[config.mk]
export PLATFORM = sky130hd
export DESIGN_NAME = subcycle_sequencer
export DESIGN_NICKNAME = d
export VERILOG_FILES = /design/src/rtl/subcycle_sequencer.sv
export SDC_FILE = /design/constraint.sdc
export NUM_CORES = 1
export LEC_CHECK = 0
export BUFFER_PORTS_ARGS = -buffer_cell sky130_fd_sc_hd__buf_2
export CAP_MARGIN = 15
export CORE_AREA = 5 5 66 68
export CTS_BUF_LIST = sky130_fd_sc_hd__clkbuf_4 sky130_fd_sc_hd__clkbuf_8 sky130_fd_sc_hd__clkbuf_16
export DETAILED_ROUTE_END_ITERATION = 8
export DIE_AREA = 0 0 71 73
export GPL_TIMING_DRIVEN = 0
export HOLD_SLACK_MARGIN = 0.02
export PLACE_DENSITY = 0.6
export SLEW_MARGIN = 25
export SYNTH_ARGS = -nofsm -noshare
export SYNTH_HDL_FRONTEND = slang
export SYNTH_SLANG_ARGS = --single-unit
[constraint.sdc]
create_clock -name sysclk -period 1.9 [get_ports sysclk]
set_input_delay 0.285 -clock sysclk [delete_from_list [all_inputs] [get_ports sysclk]]
set_output_delay 0.285 -clock sysclk [all_outputs]
set_load 0.05 [all_outputs]
[src/rtl/subcycle_sequencer.sv]
// Two-phase clock generator and 8-subcycle instruction-cycle sequencer for the i4004 core.
// Optional halt/single-step control is enabled by defining SUBCYCLE_SEQUENCER_SINGLE_STEP_EN.
module subcycle_sequencer #(
  parameter int PHI1_W  = 20,
  parameter int GAP12_W = 10,
  parameter int PHI2_W  = 20,
  parameter int GAP21_W = 18
) (
  input  logic       sysclk,
  input  logic       poc_n,
  input  logic       poc_pad,
  input  logic       test_pad,
  input  logic       io_write,
  output logic       clk1,
  output logic       clk2,
  output logic       a12,
  output logic       a22,
  output logic       a32,
  output logic       m12,
  output logic       m22,
  output logic       x12,
  output logic       x22,
  output logic       x32,
  output logic       sync,
  output logic       poc,
  output logic       data_oe,
  output logic       test_q,
  output logic [2:0] subcycle
`ifdef SUBCYCLE_SEQUENCER_SINGLE_STEP_EN
  ,
  input  logic       halt,
  input  logic       step
`endif
);

  localparam int T  = PHI1_W + GAP12_W + PHI2_W + GAP21_W;
  localparam int CW = (T > 1) ? $clog2(T) : 1;
  typedef logic [CW-1:0] cnt_t;
  localparam cnt_t LAST    = cnt_t'(T - 1);
  localparam cnt_t CLK1_HI = cnt_t'(PHI1_W);
  localparam cnt_t CLK2_LO = cnt_t'(PHI1_W + GAP12_W);
  localparam cnt_t CLK2_HI = cnt_t'(PHI1_W + GAP12_W + PHI2_W);

  if (PHI1_W < 1 || GAP12_W < 1 || PHI2_W < 1 || GAP21_W < 1) begin : g_cfg_err
    $error("subcycle_sequencer: every phase width must be >= 1");
  end

  typedef enum logic [1:0] {S_IDLE, S_RUN, S_HALT} state_t;

  state_t     state, state_nxt;
  cnt_t       cnt, cnt_nxt;
  logic [2:0] sub_nxt;
  logic       adv;
  logic [7:0] strb;
  logic [1:0] poc_s, test_s;
  logic       io_lat, io_lat_nxt, poc_nxt;
  logic       hold_req, resume;

  assign {x32, x22, x12, m22, m12, a32, a22, a12} = strb;

  always_ff @(posedge sysclk or negedge poc_n) begin
    if (!poc_n) begin
      poc_s  <= '0;
      test_s <= '0;
    end else begin
      poc_s  <= {poc_s[0], poc_pad};
      test_s <= {test_s[0], test_pad};
    end
  end

`ifdef SUBCYCLE_SEQUENCER_SINGLE_STEP_EN
  logic [2:0] step_s;
  always_ff @(posedge sysclk or negedge poc_n) begin
    if (!poc_n) step_s <= '0;
    else        step_s <= {step_s[1:0], step};
  end
  assign hold_req = halt;
  // A new clear request must never be stuck behind a halted sequencer.
  assign resume   = !halt || (step_s[1] && !step_s[2]) || (poc_s[1] && !poc);
`else
  assign hold_req = 1'b0;
  assign resume   = 1'b1;
`endif

  always_comb begin
    state_nxt = state;
    cnt_nxt   = cnt;
    sub_nxt   = subcycle;
    adv       = 1'b0;
    unique case (state)
      S_IDLE: begin
        state_nxt = S_RUN;
        cnt_nxt   = '0;
        sub_nxt   = 3'd0;
      end
      S_RUN: begin
        if (cnt == LAST) begin
          if (subcycle == 3'd7 && hold_req) begin
            state_nxt = S_HALT;
          end else begin
            cnt_nxt = '0;
            sub_nxt = subcycle + 3'd1;
            adv     = 1'b1;
          end
        end else begin
          cnt_nxt = cnt + cnt_t'(1);
        end
      end
      S_HALT: begin
        if (resume) begin
          state_nxt = S_RUN;
          cnt_nxt   = '0;
          sub_nxt   = 3'd0;
          adv       = 1'b1;
        end
      end
      default: state_nxt = S_IDLE;
    endcase
  end

  always_ff @(posedge sysclk or negedge poc_n) begin
    if (!poc_n) begin
      state    <= S_IDLE;
      cnt      <= '0;
      subcycle <= 3'd7;
    end else begin
      state    <= state_nxt;
      cnt      <= cnt_nxt;
      subcycle <= sub_nxt;
    end
  end

  // Release of clear is aligned to the X3->A1 boundary so the core starts a clean cycle.
  always_comb begin
    poc_nxt = poc;
    if (poc_s[1])                       poc_nxt = 1'b1;
    else if (adv && subcycle == 3'd7)   poc_nxt = 1'b0;
    io_lat_nxt = (adv && subcycle == 3'd5) ? io_write : io_lat;
  end

  // Outputs are registered from next-state values so they move on the same edge as the counter.
  always_ff @(posedge sysclk or negedge poc_n) begin
    if (!poc_n) begin
      clk1    <= 1'b0;
      clk2    <= 1'b0;
      strb    <= '0;
      sync    <= 1'b0;
      poc     <= 1'b1;
      io_lat  <= 1'b0;
      data_oe <= 1'b0;
      test_q  <= 1'b0;
    end else begin
      clk1    <= (cnt_nxt < CLK1_HI);
      clk2    <= (cnt_nxt >= CLK2_LO) && (cnt_nxt < CLK2_HI);
      strb    <= 8'b1 << sub_nxt;
      sync    <= (sub_nxt == 3'd7);
      poc     <= poc_nxt;
      io_lat  <= io_lat_nxt;
      data_oe <= !poc_nxt && ((sub_nxt <= 3'd2) || (sub_nxt >= 3'd6 && io_lat_nxt));
      if (adv && subcycle == 3'd7) test_q <= test_s[1];
    end
  end

endmodule

---- After elaboration in Yosys (flattened, before gate mapping) ----
Index checks and enable logic that the tools add are counted.
storage, ports and cells
  register bits ........................... 31
  output and inout bits ................... 17
  logic and storage cells ................. 46
  input bits .............................. 5
operators by class
  muxes and demuxes ....................... 10
  shift operators ......................... 1
  eq/ne operators ......................... 6
  reduce and logical (&&, ||, !) cells .... 9
  $lt $le $gt $ge ......................... 5
  $add $sub $neg .......................... 2
operators with widths
  kind                   number
  $pmux W7 S2            1
  $eq A3 B3 Y1 const B   3
  $shl A1 B3 Y8 const A  1
  $add A7 B1 Y7 const B  1
  $eq A7 B7 Y1 const B   1
  $ge A7 B5 Y1 const B   1
  $lt A7 B5 Y1 const B   1
  $lt A7 B6 Y1 const B   1
  $mux W7                1
  $pmux W3 S2            1
  $logic_and A1 B1 Y1    5
  $mux W1                4
  $pmux W2 S2            1
  $add A3 B1 Y3 const B  1
  $ge A3 B3 Y1 const B   1
  $le A3 B2 Y1 const B   1
  $mux W3                1
  $eq A2 B1 Y1 const B   1
  $eq A2 B2 Y1 const B   1
  $logic_not A2 Y1       1
  $pmux W1 S2            1
  $reduce_or A2 Y1       1
  $logic_not A1 Y1       1
  $logic_or A1 B1 Y1     1

---- Longest topological paths before layout ----
Gate-level depths: netlist of the first run.
  word-level depth ........................ 8
  depth in mapped cells ................... 8
  mapped depth without buffers ............ 7

---- Worst setup path before layout of the first run ----
OpenSTA, ideal clock, no wires.
  path kind ............................... flip-flop to flip-flop
  start ................................... reg subcycle[1]
  end ..................................... reg data_oe
  clock period less this slack ............ 1.814 ns
  slack ................................... 0.086 ns
  path buffers ............................ 0
  cell stages (with the launch flop) ...... 8
  arrival ................................. 1.737 ns
  required time ........................... 1.823 ns
  path through ............................ dfstp_2 > inv_1 > ha_1 > nand2b_1 > mux2_2 > inv_2 > nand3_1 > a21oi_1
between the ends
  word-level cells in the longest chain between the ends .. 7
ends and longest elaborated chain
  what                    line  source
  from (decl)             28    output logic [2:0] subcycle
  from (signal assigned)  129   subcycle <= sub_nxt;
  $add A3 B1 Y3           102   sub_nxt = subcycle + 3'd1;
  $mux W3                 97    if (cnt == LAST) begin
  $pmux W3 S2 *           90    unique case (state)
  via sub_nxt[1]          52    logic [2:0] sub_nxt;
  $ge A3 B3 Y1            159   data_oe <= !poc_nxt && ((sub_nxt <= 3'd2) || (sub_nxt >= 3'd6 && io_lat_nxt));
  $logic_and A1 B1 Y1     159
  $logic_or A1 B1 Y1 *    159
  $logic_and A1 B1 Y1 *   159
  to (signal assigned)    159
  to (decl)               26    output logic data_oe,
Mark *: on every way through the listed nets, which the timed path passes. The rest lies on a longest branch.
A chain may end at the register's enable or synchronous reset.

---- Final worst setup path of the first run ----
  start ................................... reg cnt[0]
  end ..................................... reg strb[6]
between the ends
  word-level cells in the longest chain between the ends .. 4
ends and longest elaborated chain
  what                    line  source
  from (decl)             51    cnt_t cnt, cnt_nxt;
  from (signal assigned)  128   cnt <= cnt_nxt;
  $eq A7 B7 Y1            97
  $mux W3                 97
  $pmux W3 S2             90
  $shl A1 B3 Y8           155   strb <= 8'b1 << sub_nxt;
  to (signal assigned)    155
  to (decl)               54    logic [7:0] strb;
Every way passes these cells.

==> tab_implementation.tex, run 1 <==
\begin{tabular}{lr}
\hline
Metric & Value \\
\hline
\multicolumn{2}{l}{\textbf{Status}} \\
Outcome & finished, final reports clean \\
\multicolumn{2}{l}{\textbf{Worst setup path}} \\
Critical-path maximum fanout & 6 \\
Launching element type of the critical path & flip-flop \\
Arrival time reported for the critical path endpoint & 2010 ps \\
Critical path class & flip-flop to flip-flop \\
Crit path capture type & flip-flop \\
Req. time, crit path & 2090 ps \\
\multicolumn{2}{l}{\textbf{CTS}} \\
Deepest clock path buffer count & 2 \\
CTS root buffer & clkbuf\_8 \\
Num CTS Buffers & 5 \\
H-tree level count & 2 \\
Clock transition time at the flip-flop clock pins of the worst setup and hold paths & 60 ps \\
Clock sink count & 29 \\
Clock insertion delay at the later pin of the skew report & 270 ps \\
CTS Hold Bufs & 0 \\
TritonCTS clock tree & yes \\
\multicolumn{2}{l}{\textbf{Global route}} \\
First-pass GRT wire length & 4400 um \\
Total grt overflow & 0 \\
Pin count of the biggest net entering global routing & 30 \\
Vias in the first global route & 996 \\
GR Util All Layers & 0.110 \\
Number of antenna violations at the first check in global routing & 0 \\
\multicolumn{2}{l}{\textbf{Logic synthesis}} \\
Synthesized flop and latch total & 29 \\
Number of instances in the synthesized netlist & 109 \\
Main area contributors after synthesis & dfrtp\_1 50\%, dfstp\_2 8.4\%, ha\_1 4.0\% \\
Sequential share of the synthesized area & 0.584 \\
Library cell with the largest summed area after synthesis & dfrtp\_1 \\
Fraction of post-synthesis cell area in the top cell type by area & 0.500 \\
Synthesized cell area & 1250 um2 \\
Per-instance average area after synthesis & 11.5 um2 \\
Adder-cell share of the synthesized area & 0.0400 \\
Synthesized net count & 118 \\
Share of the synthesized netlist area taken by xor and xnor gates & 0.0210 \\
Mux share of post-synthesis cell area & 0.0390 \\
Number of distinct library cells after synthesis & 36 \\
Compound-Gate Fraction of Synth Area & 0.0930 \\
Ys Warns & 0 \\
Dominant combinational cell family by area after synthesis & simple AND/OR/NAND/NOR gates \\
Area share of and/or/nand/nor cells after synthesis & 0.178 \\
\multicolumn{2}{l}{\textbf{Pwr}} \\
Max IR drop VDD & 454 uV \\
Power per unit of standard cell area & 821 nW/um2 \\
Power, Total & 1340 uW \\
Combinational cell fraction of total power & 0.043 \\
Sw power & 267 uW \\
Clock network power share & 0.484 \\
Internal & 1080 uW \\
Switching power share of the total & 0.199 \\
Seq pwr share & 0.472 \\
Static Leak & 0.000784 uW \\
\multicolumn{2}{l}{\textbf{Route}} \\
Iteration-0 DRC Markers & 38 \\
Routed length per instance & 12.8 um \\
First-pass DRT Iterations & 4 \\
Number of antenna-violating nets in the routed design & 0 \\
Total wirelength of the detailed-routed design & 2490 um \\
Detail-routed via count per cell & 4.66 \\
Number of design rule violations left after detail routing & 0 \\
Via count & 909 \\
\multicolumn{2}{l}{\textbf{Final layout}} \\
Final nets & 153 \\
Layout Area Growth over Synthesis & 30.6\% \\
Final antenna diode count & 0 \\
FILL cells & 389 \\
Share of layout cells above drive strength 1 & 0.421 \\
Final Cell Area & 1630 um2 \\
\multicolumn{2}{l}{\textbf{Worst hold path}} \\
Class of the tightest hold or removal check & input pin to asynchronous set/reset pin \\
\multicolumn{2}{l}{\textbf{STA}} \\
Slew Limit Fails & 0 \\
Setup-failing EPs final & 0 \\
Number of endpoints with negative hold slack in the final report & 0 \\
Post-route fraction of the period consumed by the critical path & 0.956 \\
Period minus WS final & 1820 ps \\
Maximum clock frequency & 551 MHz \\
Setup clock skew after layout & 4.49 ps \\
Minimum hold slack & 15.8 ps \\
Slew of the pin with the lowest slew margin & 626 ps \\
Worst rel slew slack & 0.582 \\
\multicolumn{2}{l}{\textbf{Die}} \\
Die area & 5180 um2 \\
Width of the chip & 71 um \\
Die height & 73 um \\
Number of top-level pins & 22 \\
Core region area & 3800 um2 \\
Initial standard-cell utilization of the core & 0.329 \\
Floorplan row count & 23 \\
\multicolumn{2}{l}{\textbf{Job}} \\
Max Cap Viol & 0 \\
\multicolumn{2}{l}{\textbf{Place}} \\
Instance area after placement & 1420 um2 \\
Final HPWL DP & 1810 um \\
Final estimated routing congestion in global placement & 0.838 \\
Count of input and output buffers & 21 \\
\hline
\end{tabular}
cells by family after synthesis:
kind of cell	count (synthesis)
compound gates	17
buf+inv	9
xor+xnor	3
simple gates	42
other cells	1
fa+ha+maj	4
mux	4
flops	29
routing by layer:
metal	vias up	global-route usage	share of wire
met5	-	0	0
met4	0	0.0585	0.016
met3	4	0.0537	0.067
met2	27	0.166	0.49
met1	433	0.130	0.43
li1	445	-	-
flip-flops by register name, indices dropped and copies added (netlist names):
signal	cells
strb	8
io_lat	1
cnt	7
clk2	1
subcycle	3
test_s	2
test_q	1
clk1	1
poc	1
data_oe	1
state	1
poc_s	2
Yosys cell counts, drive strengths merged:
cell type / count
ha: 4
and3: 1
a21oi: 6
nor2: 9
nand4bb: 1
o21ai: 5
or2: 1
mux2: 4
dfrtp: 25
nand2: 10
nand4: 1
buf: 4
o211a: 1
and4bb: 1
nor4: 1
a41oi: 1
conb: 1
o22ai: 1
inv: 4
nand3: 5
nor3: 6
or3: 3
xor2: 3
nand2b: 3
a211oi: 1
a31oi: 1
dfstp: 4
a21o: 1
clkbuf: 1
power by group through the flow:
stage,Clock [uW],Combinational [uW],Sequential (uW)
floorplan,0,30.3,644
global placement,0,52.6,644
CTS,676,54.6,634
global route,707,66.6,635
finish,650,58.2,634
detailed placement,0,54.3,645
path summary, 6_finish.rpt:
path	startpoint	to	slack [ps]	cells past startpoint
setup reg to reg	cnt[0]	strb[6]	80	7
hold reg to reg	poc_s[0]	poc_s[1]	350	0
max in group asynchronous	poc_n	cnt[3]	1460	1
min in group sysclk	poc_pad	poc_s[0]	110	1
hold / removal	poc_n	cnt[2]	20	1
setup / recovery	cnt[0]	strb[6]	80	7
stage by stage:
step            util  TNS, ps  cells  setup slack, ps
3_5_place_dp   0.374    -55.4    180            -55.4
3_3_place_gp   0.374    -18.1    180            -18.1
6_report       0.430        0    195             83.9
5_1_grt        0.430    -4.66    195            -4.66
2_1_floorplan      -        0    109             85.9
4_1_cts        0.411        0    190             2.87
layout by cell type, fill, tap and decap left out, drive strengths merged, types with 3 or more instances in the layout:
cell    instances
ha              4
o21ai           5
or3             3
nor3            6
mux2            4
nand3           5
xor2            3
inv             4
dfstp           4
dfrtp          25
nand2b          3
nand2          10
nor2            9
a21oi           6
buf            32
clkbuf          7
critical path, stage by stage, from the launching register on:
cell and delay, ps:
dfrtp_1 390, ha_2 190, buf_6 110, and4bb_1 260
nand2_2 110, mux2_4 350, buf_4 160, nor3_1 160
timing repair:
| action | CTS | global route |
|---|---|---|
| gates resized for setup | 3 | 8 |
| setup endpoints to repair | 1 | 7 |
| buffers inserted | 2 | 5 |
| pin swaps | 0 | 2 |
area by class of cell:
class / instances / area, um2 / area share
clock buffer: 6 / 82.6 / 0.0505
clock inverter: 2 / 37.5 / 0.0230
sequential: 29 / 731 / 0.447
timing repair buffer: 28 / 158 / 0.0965
tap: 50 / 62.6 / 0.0383
buffer: 5 / 41.3 / 0.0253
inverter: 4 / 20.0 / 0.0123
multi-input combinational: 71 / 502 / 0.307
No activity file was read; power rests on OpenSTA's default activity.
==> run 2: changes to the inputs <==
CORE_AREA = 5 5 78 59   (was 5 5 66 68)
DIE_AREA = 0 0 83 64   (was 0 0 71 73)
PLACE_DENSITY = 0.59   (was 0.6)
==> tab_implementation.tex, run 2 (synthesis gave the netlist of run 1 again) <==
\begin{tabular}{lr}
\hline
Metric & Value \\
\hline
\multicolumn{2}{l}{\textbf{Pwr}} \\
Max IR drop VDD & 396 uV (was 454 uV) \\
Static Leak & 0.000770 uW (was 0.000784 uW) \\
Power per unit of standard cell area & 891 nW/um2 (was 821 nW/um2) \\
Combinational cell fraction of total power & 0.038 (was 0.043) \\
Seq pwr share & 0.438 (was 0.472) \\
Clock network power share & 0.524 (was 0.484) \\
Switching power share of the total & 0.192 (was 0.199) \\
Power, Total & 1450 uW (was 1340 uW) \\
Sw power & 277 uW (was 267 uW) \\
Internal & 1170 uW (was 1080 uW) \\
\multicolumn{2}{l}{\textbf{Route}} \\
First-pass DRT Iterations & 4 (unchanged) \\
Detail-routed via count per cell & 4.67 (was 4.66) \\
Post-route met1 wirelength & 1130 um (was 1070 um) \\
Total wirelength of the detailed-routed design & 2380 um (was 2490 um) \\
Number of design rule violations left after detail routing & 0 (unchanged) \\
Met2 routed wirelength & 1080 um (was 1210 um) \\
Routed length per instance & 12.3 um (was 12.8 um) \\
Number of antenna-violating nets in the routed design & 0 (unchanged) \\
Top layer used by detailed routing & met4 (unchanged) \\
Iteration-0 DRC Markers & 63 (was 38) \\
Via count & 901 (was 909) \\
Met3 wire length & 112 um (was 168 um) \\
\multicolumn{2}{l}{\textbf{Final layout}} \\
Leading registers by flop count & strb: 8 flops, cnt: 7 flops, subcycle: 3 flops (unchanged) \\
Commonest non-fill, non-tap cell in the layout & dfrtp\_1 (unchanged) \\
Top library cells by usage in the layout, fill and taps aside & 25 x dfrtp\_1, 21 x buf\_2, 9 x nor2\_1, 8 x nand2\_1 (was 25 x dfrtp\_1, 21 x buf\_2, 9 x buf\_4, 9 x nor2\_1, 8 x nand2\_1) \\
Register with the most flip-flops & strb (unchanged) \\
Share of layout cells above drive strength 1 & 0.418 (was 0.421) \\
Final nets & 149 (was 153) \\
Max reg flops & 8 (unchanged) \\
Layout Area Growth over Synthesis & 29.6\% (was 30.6\%) \\
Final antenna diode count & 0 (unchanged) \\
Final Cell Area & 1620 um2 (was 1630 um2) \\
FILL cells & 368 (was 389) \\
\multicolumn{2}{l}{\textbf{Status}} \\
Outcome & finished, final reports clean (unchanged) \\
\multicolumn{2}{l}{\textbf{STA}} \\
Setup TNS after final layout & 0 ps (unchanged) \\
Number of endpoints with negative hold slack in the final report & 0 (unchanged) \\
Period minus WS final & 1820 ps (about the same) \\
Worst rel slew slack & 0.585 (was 0.582) \\
Maximum clock frequency & 549 MHz (was 551 MHz) \\
Slew of the pin with the lowest slew margin & 623 ps (was 626 ps) \\
Post-route fraction of the period consumed by the critical path & 0.958 (was 0.956) \\
Slack of the critical path & 79.3 ps (was 83.9 ps) \\
Setup-failing EPs final & 0 (unchanged) \\
Setup clock skew after layout & 5.75 ps (was 4.49 ps) \\
Slew Limit Fails & 0 (unchanged) \\
\multicolumn{2}{l}{\textbf{Worst setup path}} \\
Master of the slowest instance on the critical path & dfrtp\_1 (unchanged) \\
Crit path capture type & flip-flop (unchanged) \\
Critical-path maximum fanout & 9 (was 6) \\
Critical path class & flip-flop to flip-flop (unchanged) \\
Arrival time reported for the critical path endpoint & 1990 ps (was 2010 ps) \\
Req. time, crit path & 2070 ps (was 2090 ps) \\
Worst flop-to-flop path startpoint & cnt[0] (unchanged) \\
Family with the most delay on the worst path & simple AND/OR/NAND/NOR gates (unchanged) \\
Worst path buffer plus inverter count & 2 (unchanged) \\
Path depth of the worst reg2reg path & 8 (was 7) \\
RR Endpoint & data\_oe (was strb[6]) \\
CP peak stage delay & 400 ps (was 390 ps) \\
Register-to-register setup slack & 80 ps (about the same) \\
Launching element type of the critical path & flip-flop (unchanged) \\
Worst path cell trace & ha\_2 > buf\_6 > and4bb\_2 > nand2\_2 > mux2\_4 > buf\_4 > nand2\_1 > a21oi\_2 (was ha\_2 > buf\_6 > and4bb\_1 > nand2\_2 > mux2\_4 > buf\_4 > nor3\_1) \\
\multicolumn{2}{l}{\textbf{Global route}} \\
Pin count of the biggest net entering global routing & 30 (unchanged) \\
Vias in the first global route & 881 (was 996) \\
First-pass GRT wire length & 4120 um (was 4400 um) \\
Total grt overflow & 0 (unchanged) \\
GR Util All Layers & 0.101 (was 0.110) \\
Number of antenna violations at the first check in global routing & 0 (unchanged) \\
\multicolumn{2}{l}{\textbf{Die}} \\
Number of top-level pins & 22 (unchanged) \\
Die area & 5310 um2 (was 5180 um2) \\
Width of the chip & 83 um (was 71 um) \\
Core region area & 3760 um2 (was 3800 um2) \\
Initial standard-cell utilization of the core & 0.333 (was 0.329) \\
Floorplan row count & 19 (was 23) \\
Die height & 64 um (was 73 um) \\
\multicolumn{2}{l}{\textbf{CTS}} \\
Num CTS Buffers & 5 (unchanged) \\
TritonCTS clock tree & yes (unchanged) \\
CTS root buffer & clkbuf\_8 (unchanged) \\
Clock sink count & 29 (unchanged) \\
CTS Hold Bufs & 0 (unchanged) \\
H-tree level count & 2 (unchanged) \\
Deepest clock path buffer count & 2 (unchanged) \\
Clock transition time at the flip-flop clock pins of the worst setup and hold paths & 60 ps (about the same) \\
Clock insertion delay at the later pin of the skew report & 280 ps (was 270 ps) \\
\multicolumn{2}{l}{\textbf{Place}} \\
Count of input and output buffers & 21 (unchanged) \\
Instance area after placement & 1420 um2 (about the same) \\
Pre-CTS setup slack & -22.4 ps (was -55.4 ps) \\
Final HPWL DP & 1740 um (was 1810 um) \\
Final estimated routing congestion in global placement & 0.743 (was 0.838) \\
\multicolumn{2}{l}{\textbf{Worst hold path}} \\
Class of the tightest hold or removal check & input pin to asynchronous set/reset pin (unchanged) \\
\multicolumn{2}{l}{\textbf{Job}} \\
Max Cap Viol & 0 (unchanged) \\
\hline
\end{tabular}
[run 2: cell type report]
class | instances | area (um2) | area share
Sequential cell | 29 | 731 | 0.451
Multi-Input combinational cell | 71 | 500 | 0.309
Timing Repair Buffer | 24 | 128 | 0.0787
Clock buffer | 5 | 68.8 | 0.0424
Clock inverter | 3 | 65.1 | 0.0401
Tap cell | 52 | 65.1 | 0.0401
Buffer | 5 | 41.3 | 0.0255
Inverter | 4 | 22.5 | 0.0139
[run 2: how the worst max path moves through the flow]
stage | cells after the start | to | slack, ps | from
floorplan | 7 | data_oe | 90 | subcycle[1]
global placement | 8 | data_oe | -20 | cnt[0]
detailed placement | 8 | data_oe | -20 | cnt[0]
CTS | 8 | data_oe | 20 | cnt[0]
global route | 8 | data_oe | -3 | cnt[0]
finish | 8 | data_oe | 80 | cnt[0]
[run 2: through the flow]
stage,hold slack (ps),utilization,std cells
final,6.88,0.432,193
after global routing,79.2,0.432,193
after CTS,37.6,0.416,190
after detailed placement,337,0.378,182
after global placement,332,0.378,182
after floorplan,-10.6,-,109
[run 2: per-layer routing]
| metal | GRT usage | up-vias |
|---|---|---|
| met1 | 0.120 | 437 |
| met4 | 0.0694 | 0 |
| met5 | 0 | - |
| li1 | - | 440 |
| met3 | 0.0372 | 5 |
| met2 | 0.153 | 19 |
[run 2: timing repair]
item / 4_1_cts / 5_1_grt
endpoints found under the hold margin: 0 / 0
resized for setup: 3 / 10
setup endpoints to repair: 1 / 3
buffers inserted: 0 / 3
pin swaps: 0 / 2
[run 2: power by group through the flow]
stage	clock network, uW	registers, uW	logic, uW
after global routing	798	634	62.4
after floorplan	0	644	30.3
after detailed placement	0	644	53.0
final	757	633	54.8
after CTS	774	633	53.4
after global placement	0	644	51.9
==> run 3: changes to the inputs <==
PLACE_DENSITY = 0.54   (was 0.59)
==> tab_implementation.tex, run 3 (synthesis gave the netlist of run 1 again) <==
\begin{tabular}{lr}
\hline
Metric & Value \\
\hline
\multicolumn{2}{l}{\textbf{Status}} \\
Outcome & finished, final reports clean (unchanged) \\
\multicolumn{2}{l}{\textbf{Global route}} \\
Pin count of the biggest net entering global routing & 30 (unchanged) \\
Number of antenna violations at the first check in global routing & 0 (unchanged) \\
Total grt overflow & 0 (unchanged) \\
GR Util All Layers & 0.0956 (was 0.101) \\
Vias in the first global route & 870 (was 881) \\
First-pass GRT wire length & 3950 um (was 4120 um) \\
\multicolumn{2}{l}{\textbf{Pwr}} \\
Max IR drop VDD & 398 uV (was 396 uV) \\
Power, Total & 1440 uW (was 1450 uW) \\
Power per unit of standard cell area & 906 nW/um2 (was 891 nW/um2) \\
Static Leak & 0.000766 uW (was 0.000770 uW) \\
\multicolumn{2}{l}{\textbf{Job}} \\
Max Cap Viol & 0 (unchanged) \\
\multicolumn{2}{l}{\textbf{Worst setup path}} \\
Worst path cell trace & ha\_1 > buf\_4 > and4bb\_2 > nand2\_4 > mux2\_4 > inv\_4 > nand3\_1 > a21oi\_1 (was ha\_2 > buf\_6 > and4bb\_2 > nand2\_2 > mux2\_4 > buf\_4 > nand2\_1 > a21oi\_2) \\
CP peak stage delay & 400 ps (about the same) \\
Critical path class & flip-flop to flip-flop (unchanged) \\
Crit path capture type & flip-flop (unchanged) \\
Arrival time reported for the critical path endpoint & 2020 ps (was 1990 ps) \\
Master of the slowest instance on the critical path & dfrtp\_1 (unchanged) \\
Critical-path maximum fanout & 9 (unchanged) \\
Launching element type of the critical path & flip-flop (unchanged) \\
Req. time, crit path & 2100 ps (was 2070 ps) \\
Path depth of the worst reg2reg path & 8 (unchanged) \\
Register-to-register setup slack & 80 ps (about the same) \\
Worst flop-to-flop path startpoint & cnt[0] (unchanged) \\
RR Endpoint & data\_oe (unchanged) \\
\multicolumn{2}{l}{\textbf{STA}} \\
Period minus WS final & 1820 ps (about the same) \\
Slew Limit Fails & 0 (unchanged) \\
Post-route fraction of the period consumed by the critical path & 0.956 (was 0.958) \\
Number of endpoints with negative hold slack in the final report & 0 (unchanged) \\
Worst rel slew slack & 0.596 (was 0.585) \\
Setup clock skew after layout & 7.94 ps (was 5.75 ps) \\
Setup-failing EPs final & 0 (unchanged) \\
Slew of the pin with the lowest slew margin & 606 ps (was 623 ps) \\
Minimum hold slack & 8.15 ps (was 6.88 ps) \\
Maximum clock frequency & 551 MHz (was 549 MHz) \\
Setup TNS after final layout & 0 ps (unchanged) \\
Slack of the critical path & 83.9 ps (was 79.3 ps) \\
\multicolumn{2}{l}{\textbf{Place}} \\
Final HPWL DP & 1720 um (was 1740 um) \\
Final estimated routing congestion in global placement & 0.871 (was 0.743) \\
Pre-CTS setup slack & 6.45 ps (was -22.4 ps) \\
Count of input and output buffers & 21 (unchanged) \\
\multicolumn{2}{l}{\textbf{Final layout}} \\
FILL cells & 374 (was 368) \\
Share of layout cells above drive strength 1 & 0.381 (was 0.418) \\
Register with the most flip-flops & strb (unchanged) \\
Final nets & 147 (was 149) \\
Top library cells by usage in the layout, fill and taps aside & 25 x dfrtp\_1, 21 x buf\_2, 9 x nor2\_1, 8 x nand2\_1 (unchanged) \\
Total area of multi-input combinational cells & 488 um2 (was 500 um2) \\
Commonest non-fill, non-tap cell in the layout & dfrtp\_1 (unchanged) \\
Max reg flops & 8 (unchanged) \\
Layout Area Growth over Synthesis & 26.9\% (was 29.6\%) \\
Leading registers by flop count & strb: 8 flops, cnt: 7 flops, subcycle: 3 flops (unchanged) \\
Register area & 731 um2 (unchanged) \\
Final antenna diode count & 0 (unchanged) \\
Final standard cell utilization of the core & 0.423 (was 0.432) \\
\multicolumn{2}{l}{\textbf{Route}} \\
First-pass DRT Iterations & 4 (unchanged) \\
Detail-routed via count per cell & 4.68 (was 4.67) \\
Number of antenna-violating nets in the routed design & 0 (unchanged) \\
Routed length per instance & 12.8 um (was 12.3 um) \\
Total wirelength of the detailed-routed design & 2440 um (was 2380 um) \\
Via count & 894 (was 901) \\
Number of design rule violations left after detail routing & 0 (unchanged) \\
Iteration-0 DRC Markers & 39 (was 63) \\
\multicolumn{2}{l}{\textbf{CTS}} \\
Clock insertion delay at the later pin of the skew report & 280 ps (about the same) \\
Deepest clock path buffer count & 2 (unchanged) \\
H-tree level count & 2 (unchanged) \\
Num CTS Buffers & 5 (unchanged) \\
Clock transition time at the flip-flop clock pins of the worst setup and hold paths & 70 ps (was 60 ps) \\
TritonCTS clock tree & yes (unchanged) \\
Clock sink count & 29 (unchanged) \\
CTS root buffer & clkbuf\_8 (unchanged) \\
CTS Hold Bufs & 0 (unchanged) \\
\multicolumn{2}{l}{\textbf{Die}} \\
Die height & 64 um (unchanged) \\
Core region area & 3760 um2 (unchanged) \\
Initial standard-cell utilization of the core & 0.333 (unchanged) \\
Number of top-level pins & 22 (unchanged) \\
Floorplan row count & 19 (unchanged) \\
Die area & 5310 um2 (unchanged) \\
Width of the chip & 83 um (unchanged) \\
\multicolumn{2}{l}{\textbf{Worst hold path}} \\
Class of the tightest hold or removal check & input pin to asynchronous set/reset pin (unchanged) \\
\hline
\end{tabular}
## run 3: worst max path at each step
stage,from,to,slack [ps],depth (start not counted)
final,cnt[0],data_oe,80,8
after global placement,cnt[0],data_oe,3,8
after CTS,cnt[0],data_oe,10,8
after detailed placement,cnt[0],data_oe,6,8
after global routing,cnt[0],clk2,-9,7
after floorplan,subcycle[1],data_oe,90,7
## run 3: final cells by class
| type | instances | share of cell area |
|---|---|---|
| Buffer | 5 | 0.0236 |
| Clock buffer | 5 | 0.0433 |
| Clock inverter | 3 | 0.0410 |
| Inverter | 4 | 0.0126 |
| Multi-Input combinational cell | 71 | 0.307 |
| Sequential cell | 29 | 0.460 |
| Tap cell | 52 | 0.0410 |
| Timing Repair Buffer | 22 | 0.0709 |
## run 3: report_power, final
group          switching [uW]  total [uW]  internal (uW)
clock network             226         747            520
logic                    38.6        57.7           19.1
registers                5.42         634            629
## run 3: what timing repair did
| action | CTS | global route |
|---|---|---|
| buffers inserted | 0 | 1 |
| resized for setup | 1 | 7 |
| pin swaps | 0 | 2 |
| endpoints found under the setup margin | 1 | 2 |
## run 3: layer usage
metal | share of wire | up-vias | global-route usage | wire length, um
met5 | 0 | - | 0 | 0
met4 | 0.021 | 0 | 0.0571 | 51
met3 | 0.085 | 7 | 0.0424 | 207
met2 | 0.42 | 29 | 0.133 | 1030
met1 | 0.47 | 425 | 0.122 | 1150
li1 | - | 433 | - | -
## run 3: worst max-delay path: cells and delay by family, from the launching register on
family	cells	cell delay [ps]
AND/OR/NAND/NOR	3	440
flip-flops	1	400
multiplexers	1	340
buffers and inverters	2	250
adder cells (fa/ha/maj)	1	200
AO/OA/AOI/OAI	1	120
## run 3: metrics by stage
step / instance area (um2) / cells
finish: 1590 / 191
global route: 1590 / 191
CTS: 1560 / 190
detailed placement: 1420 / 182
global placement: 1420 / 182
floorplan: 1250 / 109
